**src/rtl/operand_read_sequencer_if.sv**
```systemverilog
// rtl/operand_read_sequencer_if.sv - request, queue-command and VRF-read bundle; hazard_i exists only under OPREQ_HAZARD_STALL_EN
interface operand_read_sequencer_if #(
    parameter int VlWidth   = 16,
    parameter int AddrWidth = 10
);
    logic                 req_valid_i;
    logic                 req_ready_o;
    logic [4:0]           req_vs_i;
    logic [1:0]           req_eew_i;
    logic [VlWidth-1:0]   req_vl_i;
    logic [3:0]           req_conv_i;
    logic [1:0]           req_ntr_red_i;
    logic                 req_target_fu_i;
    logic                 cmd_valid_o;
    logic [1:0]           cmd_eew_o;
    logic [VlWidth-1:0]   cmd_vl_o;
    logic [3:0]           cmd_conv_o;
    logic [1:0]           cmd_ntr_red_o;
    logic                 cmd_target_fu_o;
    logic                 operand_queue_ready_i;
    logic                 vrf_req_o;
    logic [AddrWidth-1:0] vrf_addr_o;
    logic                 vrf_gnt_i;
    logic                 operand_issued_o;
`ifdef OPREQ_HAZARD_STALL_EN
    logic                 hazard_i;
`endif

    modport slave (
        input  req_valid_i, req_vs_i, req_eew_i, req_vl_i, req_conv_i, req_ntr_red_i,
               req_target_fu_i, operand_queue_ready_i, vrf_gnt_i,
`ifdef OPREQ_HAZARD_STALL_EN
               hazard_i,
`endif
        output req_ready_o, cmd_valid_o, cmd_eew_o, cmd_vl_o, cmd_conv_o, cmd_ntr_red_o,
               cmd_target_fu_o, vrf_req_o, vrf_addr_o, operand_issued_o
    );

    modport master (
        output req_valid_i, req_vs_i, req_eew_i, req_vl_i, req_conv_i, req_ntr_red_i,
               req_target_fu_i, operand_queue_ready_i, vrf_gnt_i,
`ifdef OPREQ_HAZARD_STALL_EN
               hazard_i,
`endif
        input  req_ready_o, cmd_valid_o, cmd_eew_o, cmd_vl_o, cmd_conv_o, cmd_ntr_red_o,
               cmd_target_fu_o, vrf_req_o, vrf_addr_o, operand_issued_o
    );
endinterface

```
**src/rtl/operand_read_sequencer.sv**
```systemverilog
// rtl/operand_read_sequencer.sv - per-operand-queue VRF read sequencer; OPREQ_HAZARD_STALL_EN adds a hazard stall input
module operand_read_sequencer #(
    parameter int VlWidth     = 16,
    parameter int AddrWidth   = 10,
    parameter int WordsPerReg = 32
) (
    input logic                     clk_i,
    input logic                     rst_ni,
    operand_read_sequencer_if.slave bus
);
    typedef enum logic {IDLE, ISSUE} state_e;

    localparam int CntWidth = VlWidth + 3;

    state_e               state_q, state_d;
    logic [CntWidth-1:0]  bytes, words, words_q, cnt_q;
    logic [AddrWidth-1:0] base, addr_q;
    logic                 accept, accept_cmd, issue_en, grant, last;
    logic                 cmd_valid_q;
    logic [1:0]           cmd_eew_q;
    logic [VlWidth-1:0]   cmd_vl_q;
    logic [3:0]           cmd_conv_q;
    logic [1:0]           cmd_ntr_red_q;
    logic                 cmd_target_fu_q;
    logic                 stall;

    assign bytes = {3'b000, bus.req_vl_i} << bus.req_eew_i;
    assign words = (bytes + CntWidth'(7)) >> 3;
    assign base  = AddrWidth'(32'(bus.req_vs_i) * WordsPerReg);

`ifdef OPREQ_HAZARD_STALL_EN
    assign stall = !bus.operand_queue_ready_i || bus.hazard_i;
`else
    assign stall = !bus.operand_queue_ready_i;
`endif

    always_comb begin
        state_d    = state_q;
        accept     = 1'b0;
        accept_cmd = 1'b0;
        issue_en   = 1'b0;
        grant      = 1'b0;
        last       = 1'b0;
        case (state_q)
            IDLE: begin
                accept     = bus.req_valid_i;
                accept_cmd = accept && (bus.req_vl_i != '0);
                if (accept_cmd) state_d = ISSUE;
            end
            ISSUE: begin
                // Outputs are forced quiet while reset is asserted, even mid-command
                issue_en = rst_ni && !stall;
                grant    = issue_en && bus.vrf_gnt_i;
                last     = grant && (cnt_q == words_q - CntWidth'(1));
                if (last) state_d = IDLE;
            end
            default: state_d = IDLE;
        endcase
    end

    always_ff @(posedge clk_i) begin
        if (!rst_ni) begin
            state_q         <= IDLE;
            cnt_q           <= '0;
            words_q         <= '0;
            addr_q          <= '0;
            cmd_valid_q     <= 1'b0;
            cmd_eew_q       <= '0;
            cmd_vl_q        <= '0;
            cmd_conv_q      <= '0;
            cmd_ntr_red_q   <= '0;
            cmd_target_fu_q <= 1'b0;
        end else begin
            state_q     <= state_d;
            cmd_valid_q <= accept_cmd;
            if (accept_cmd) begin
                cnt_q           <= '0;
                words_q         <= words;
                addr_q          <= base;
                cmd_eew_q       <= bus.req_eew_i;
                cmd_vl_q        <= bus.req_vl_i;
                cmd_conv_q      <= bus.req_conv_i;
                cmd_ntr_red_q   <= bus.req_ntr_red_i;
                cmd_target_fu_q <= bus.req_target_fu_i;
            end else if (grant) begin
                cnt_q <= cnt_q + CntWidth'(1);
                // The final address stays visible while idle
                if (!last) addr_q <= addr_q + AddrWidth'(1);
            end
        end
    end

    assign bus.req_ready_o      = !rst_ni || (state_q == IDLE);
    assign bus.cmd_valid_o      = rst_ni && cmd_valid_q;
    assign bus.cmd_eew_o        = cmd_eew_q;
    assign bus.cmd_vl_o         = cmd_vl_q;
    assign bus.cmd_conv_o       = cmd_conv_q;
    assign bus.cmd_ntr_red_o    = cmd_ntr_red_q;
    assign bus.cmd_target_fu_o  = cmd_target_fu_q;
    assign bus.vrf_req_o        = issue_en;
    assign bus.vrf_addr_o       = addr_q;
    assign bus.operand_issued_o = grant;
endmodule
```
**src/flat_wrapper.sv**
```systemverilog
// flat-port wrapper written by rule: the top's interface ports become plain ports
module operand_read_sequencer_flat 
#(
    parameter int VlWidth     = 16,
    parameter int AddrWidth   = 10,
    parameter int WordsPerReg = 32
)
  (clk_i, rst_ni, bus_req_valid_i, bus_req_vs_i, bus_req_eew_i, bus_req_vl_i, bus_req_conv_i, bus_req_ntr_red_i, bus_req_target_fu_i, bus_operand_queue_ready_i, bus_vrf_gnt_i, bus_req_ready_o, bus_cmd_valid_o, bus_cmd_eew_o, bus_cmd_vl_o, bus_cmd_conv_o, bus_cmd_ntr_red_o, bus_cmd_target_fu_o, bus_vrf_req_o, bus_vrf_addr_o, bus_operand_issued_o);
  operand_read_sequencer_if #(.VlWidth(VlWidth), .AddrWidth(AddrWidth)) bus_i ();
  input logic clk_i;
  input logic rst_ni;
  input wire logic [$bits(bus_i.req_valid_i)-1:0] bus_req_valid_i;
  input wire logic [$bits(bus_i.req_vs_i)-1:0] bus_req_vs_i;
  input wire logic [$bits(bus_i.req_eew_i)-1:0] bus_req_eew_i;
  input wire logic [$bits(bus_i.req_vl_i)-1:0] bus_req_vl_i;
  input wire logic [$bits(bus_i.req_conv_i)-1:0] bus_req_conv_i;
  input wire logic [$bits(bus_i.req_ntr_red_i)-1:0] bus_req_ntr_red_i;
  input wire logic [$bits(bus_i.req_target_fu_i)-1:0] bus_req_target_fu_i;
  input wire logic [$bits(bus_i.operand_queue_ready_i)-1:0] bus_operand_queue_ready_i;
  input wire logic [$bits(bus_i.vrf_gnt_i)-1:0] bus_vrf_gnt_i;
  output wire logic [$bits(bus_i.req_ready_o)-1:0] bus_req_ready_o;
  output wire logic [$bits(bus_i.cmd_valid_o)-1:0] bus_cmd_valid_o;
  output wire logic [$bits(bus_i.cmd_eew_o)-1:0] bus_cmd_eew_o;
  output wire logic [$bits(bus_i.cmd_vl_o)-1:0] bus_cmd_vl_o;
  output wire logic [$bits(bus_i.cmd_conv_o)-1:0] bus_cmd_conv_o;
  output wire logic [$bits(bus_i.cmd_ntr_red_o)-1:0] bus_cmd_ntr_red_o;
  output wire logic [$bits(bus_i.cmd_target_fu_o)-1:0] bus_cmd_target_fu_o;
  output wire logic [$bits(bus_i.vrf_req_o)-1:0] bus_vrf_req_o;
  output wire logic [$bits(bus_i.vrf_addr_o)-1:0] bus_vrf_addr_o;
  output wire logic [$bits(bus_i.operand_issued_o)-1:0] bus_operand_issued_o;
  assign bus_i.req_valid_i = bus_req_valid_i;
  assign bus_i.req_vs_i = bus_req_vs_i;
  assign bus_i.req_eew_i = bus_req_eew_i;
  assign bus_i.req_vl_i = bus_req_vl_i;
  assign bus_i.req_conv_i = bus_req_conv_i;
  assign bus_i.req_ntr_red_i = bus_req_ntr_red_i;
  assign bus_i.req_target_fu_i = bus_req_target_fu_i;
  assign bus_i.operand_queue_ready_i = bus_operand_queue_ready_i;
  assign bus_i.vrf_gnt_i = bus_vrf_gnt_i;
  assign bus_req_ready_o = bus_i.req_ready_o;
  assign bus_cmd_valid_o = bus_i.cmd_valid_o;
  assign bus_cmd_eew_o = bus_i.cmd_eew_o;
  assign bus_cmd_vl_o = bus_i.cmd_vl_o;
  assign bus_cmd_conv_o = bus_i.cmd_conv_o;
  assign bus_cmd_ntr_red_o = bus_i.cmd_ntr_red_o;
  assign bus_cmd_target_fu_o = bus_i.cmd_target_fu_o;
  assign bus_vrf_req_o = bus_i.vrf_req_o;
  assign bus_vrf_addr_o = bus_i.vrf_addr_o;
  assign bus_operand_issued_o = bus_i.operand_issued_o;
  operand_read_sequencer #(.VlWidth(VlWidth), .AddrWidth(AddrWidth), .WordsPerReg(WordsPerReg)) u_core (.clk_i(clk_i), .rst_ni(rst_ni), .bus(bus_i));
endmodule
```
**config.mk**
```make
export PLATFORM = sky130hd
export DESIGN_NAME = operand_read_sequencer_flat
export DESIGN_NICKNAME = d
export VERILOG_FILES = /design/src/rtl/operand_read_sequencer_if.sv /design/src/rtl/operand_read_sequencer.sv /design/src/flat_wrapper.sv
export SDC_FILE = /design/constraint.sdc
export NUM_CORES = 1
export LEC_CHECK = 0
export CORE_AREA = 2 2 78 110
export DETAILED_ROUTE_END_ITERATION = 10
export DIE_AREA = 0 0 80 112
export PLACE_DENSITY = 0.78
export SLEW_MARGIN = 25
export SYNTH_ARGS = -nofsm -noshare
export SYNTH_HDL_FRONTEND = slang
export SYNTH_SLANG_ARGS = --single-unit
```
**constraint.sdc**
```tcl
create_clock -name clk_i -period 3.3 [get_ports clk_i]
set_input_delay 0.66 -clock clk_i [delete_from_list [all_inputs] [get_ports clk_i]]
set_output_delay 0.66 -clock clk_i [all_outputs]
set_load 0.02 [all_outputs]
```
==> impl_metrics.toml <==
[drt]
drt-initial-drc-count = 152
drt-vias-per-instance = 5.82
via_count = 4019
postRouteAntennaNets = 0
routed_wl_um = 10800
drc_errors = 0
first_pass_iters = 4
post_drt_wl_per_cell_um = 15.7

[clock_network]
numCtsBuffers = 9
post_cts.repair.setup_buffers = 0
clkTransAtPathRegs_ns = 0.06
root_buffer = "clkbuf_16"
holdBufCountCts = 0
htreeDepth = 3
numClockSinks = 72
cts_tree = "yes"
clkLatencyLatePin_ns = 0.34
cts_buffer_depth = 2

[setup_path]
crit_path_max_fanout = 6
critPathArrivalTime_ns = 3.23
end_kind = "flop"
crit_path_start = "u_core.words_q[0]$_SDFFE_PN0P_"
critPathLaunchType = "flop"
regToRegEndpoint = "u_core.bus.vrf_addr_o[9]$_SDFFE_PN0P_"
ff2ff_path_depth = 9
required_ns = 3.53
crit_type = "reg -> reg"
r2r_setup_slack_ns = 0.30
crit-reg2reg-launch = "u_core.words_q[0]$_SDFFE_PN0P_"

[power_and_ir_drop]
internal-power_mw = 1.96
swShare = 0.269
power_leakage_nw = 1.94
seqPwrFrac = 0.359
combinationalPowerShare = 0.202
switchingPower_mw = 0.722
power_mw = 2.68
irDropWorstVdd_uv = 342
power.density_nw_per_um2 = 501
clockPowerShare = 0.439

[timing]
fmax_mhz = 333
setup_tns_ns = 0
period_needed_ns = 3.00
maxSlewViolCount = 0
relSlewSlack = 0.635
rsz0062_at_grt = "false"
post-route-period-util = 0.909
worst_pin_slew_ns = 0.545
finalHoldViolCount = 0
setup_viol = 0
skew_ns = 0.00735

[cells_and_area]
multi_input_area_um2 = 2530
seq_area_um2 = 1440
drive_gt1_frac = 0.0917
diodes = 0
nets = 622
nFillCells = 695
final_cell_area_um2 = 5360
areaGrowthSynthToFinish_pct = 29.8
final_cell_count_no_fill = 691

[die]
io_pins = 74
die-area_um2 = 8960
start_util = 0.516
die_h_um = 112
coreArea_um2 = 8000
die_w_um = 80
std_cell_rows = 39

[placed_design]
place.port_buffers = 73
dp_cells = 675
place_area_um2 = 4990
gp_routability_congestion = 0.901
dp_hpwl_um = 7870

[min_path]
hold_path_end = "u_core.bus.cmd_vl_o[14]$_SDFFE_PN0P_"
min-delay-start = "u_core.bus.cmd_vl_o[14]$_SDFFE_PN0P_"
holdPathStages = 2
hold_class = "reg -> reg"

[global_route]
grt_max_degree = 38
grt_overflow_total = 0
grt_pass1_vias = 4005
grt_pass1_wl_um = 18500
antenna_found_initial = 0
grt_use_total = 0.258

[yosys]
synth.avg_cell_area_um2 = 8.04
synth_edf_count = 0
synth_nets = 552
synthFlopType = "dfxtp_1"
synth_top_area_frac = 0.349
synth_area_um2 = 4130
synth_top_cell_by_area = "dfxtp_1"
netlist_instances = 514
ys_seq_elements = 72
yosysSeqAreaShare = 0.349
yosys_warnings = 0
synth.distinct_cells = 59
ys_async_sr_fraction = 0
synth_area_leaders = "dfxtp_1 (35%), nand2_1 (7.6%), xor2_1 (5.7%)"

[run_status]
status = "finished, final reports clean"

[flow_run]
drv_cap = 0
## cells in the final DEF, fill, tap and decap left out, types with 4 or more instances in the layout
cell type | netlist | routed
a211oi_1 | 7 | 7
a21oi_1 | 44 | 44
a31oi_1 | 4 | 4
and2_1 | 5 | 5
and3_1 | 7 | 7
and4_1 | 6 | 6
buf_4 | 0 | 15
clkbuf_16 | 0 | 9
clkdlybuf4s50_1 | 0 | 72
dfxtp_1 | 72 | 72
inv_1 | 10 | 10
mux2_2 | 4 | 4
mux2i_1 | 14 | 14
mux4_2 | 4 | 4
nand2_1 | 84 | 84
nand2b_1 | 6 | 6
nand3_1 | 17 | 17
nand4_1 | 14 | 14
nor2_1 | 41 | 41
nor3_1 | 9 | 9
o2111ai_1 | 4 | 4
o211ai_1 | 5 | 5
o21ai_0 | 22 | 22
o21ai_1 | 4 | 4
or3_1 | 9 | 9
xnor2_1 | 22 | 22
xor2_1 | 27 | 27
## registers in the layout (all words and copies together), names as in the netlist
register and cells:
u_core.bus.cmd_conv_o 4, u_core.bus.vrf_addr_o 10, u_core.bus.cmd_eew_o 2, u_core.bus.cmd_vl_o 16, u_core.cnt_q 19, u_core.bus.cmd_target_fu_o 1
u_core.cmd_valid_q 1, u_core.words_q 16, u_core.bus.cmd_ntr_red_o 2, u_core.state_q 1
## synth_stat cells, types with 2 or more instances
library cell	instances
nand2_1	84
dfxtp_1	72
a21oi_1	44
nor2_1	41
xor2_1	27
clkbuf_1	26
o21ai_0	22
xnor2_1	22
nand3_1	17
mux2i_1	14
nand4_1	14
inv_1	10
nor3_1	9
or3_1	9
a211oi_1	7
and3_1	7
and4_1	6
nand2b_1	6
and2_1	5
o211ai_1	5
a31oi_1	4
mux2_2	4
mux4_2	4
o2111ai_1	4
o21ai_1	4
buf_2	3
ha_1	3
nor4_1	3
o31ai_1	3
nand3b_1	2
nor4_2	2
o22ai_1	2
o311ai_0	2
or4_1	2
## logic make-up (layout without fill, tap and decap cells)
logic type                 Yosys count  in the layout  share of synthesized area
AOI/OAI and AO/OA                  110            110                      0.172
xor gates and xnor gates            49             49                      0.104
adders and majority gates            3              3                    0.00909
buffers and inverters               41            116                     0.0382
DFF                                 72             72                      0.349
muxes                               22             22                     0.0666
and+or+nand+nor                    217            217                      0.261
## power by group through the flow
stage | Clock [mW] | Combinational (mW) | Sequential [mW]
floorplan | 0 | 0.314 | 0.996
global placement | 0 | 0.523 | 0.978
detailed placement | 0 | 0.537 | 0.981
CTS | 1.19 | 0.543 | 0.962
global route | 1.23 | 0.593 | 0.970
finish | 1.18 | 0.543 | 0.963
## metrics by stage
stage	utilization	hold slack, ns	worst slack (ns)
6_report	0.670	0.455	0.299
5_1_grt	0.670	0.468	0.0426
4_1_cts	0.669	0.457	0.275
3_3_place_gp	0.623	0.444	0.135
3_5_place_dp	0.623	0.449	0.00807
2_1_floorplan	-	0.474	0.620
## routing by layer
metal / part of all wire / wire (um) / global-route usage / vias to the layer above
met1: 0.40 / 4330 / 0.289 / 1911
met3: 0.041 / 443 / 0.0624 / 35
met5: 0 / 0 / 0 / -
met2: 0.52 / 5650 / 0.443 / 106
met4: 0.037 / 405 / 0.136 / 0
li1: - / - / - / 1967
## worst max-delay path by stage
stage	endpoint	slack, ns	cells past startpoint
6_report	u_core.bus.vrf_addr_o[9]$_SDFFE_PN0P_	0.30	9
5_1_grt	u_core.bus.vrf_addr_o[9]$_SDFFE_PN0P_	0.04	9
4_1_cts	u_core.bus.vrf_addr_o[9]$_SDFFE_PN0P_	0.28	9
3_5_place_dp	u_core.words_q[14]$_SDFFE_PN0P_	0.008	8
3_3_place_gp	u_core.words_q[14]$_SDFFE_PN0P_	0.13	8
2_1_floorplan	u_core.bus.vrf_addr_o[1]$_SDFFE_PP0P_	0.62	8
## what timing repair did
| action | CTS | global route |
|---|---|---|
| endpoints found under the hold margin | 0 | 0 |
| gates resized for setup | 0 | 2 |
| setup endpoints to repair | 0 | 1 |
## final cells by class
cell class / count / share of cell area
clock buffer: 12 / 0.0497
clock inverter: 4 / 0.0184
inverter: 12 / 0.00910
multi-input combinational: 401 / 0.472
sequential: 72 / 0.269
tap: 102 / 0.0238
timing repair buffer: 88 / 0.158
## worst max-delay path: stages (launching register included)
cell and delay [ns]:
dfxtp_1 0.35, inv_1 0.10, ha_1 0.28, or4b_1 0.50, or3_1 0.40, a311oi_1 0.47, o2111ai_4 0.24, o2111ai_1 0.29
xor2_1 0.19, o21ai_1 0.07
Power figures use the tool's default switching activity.
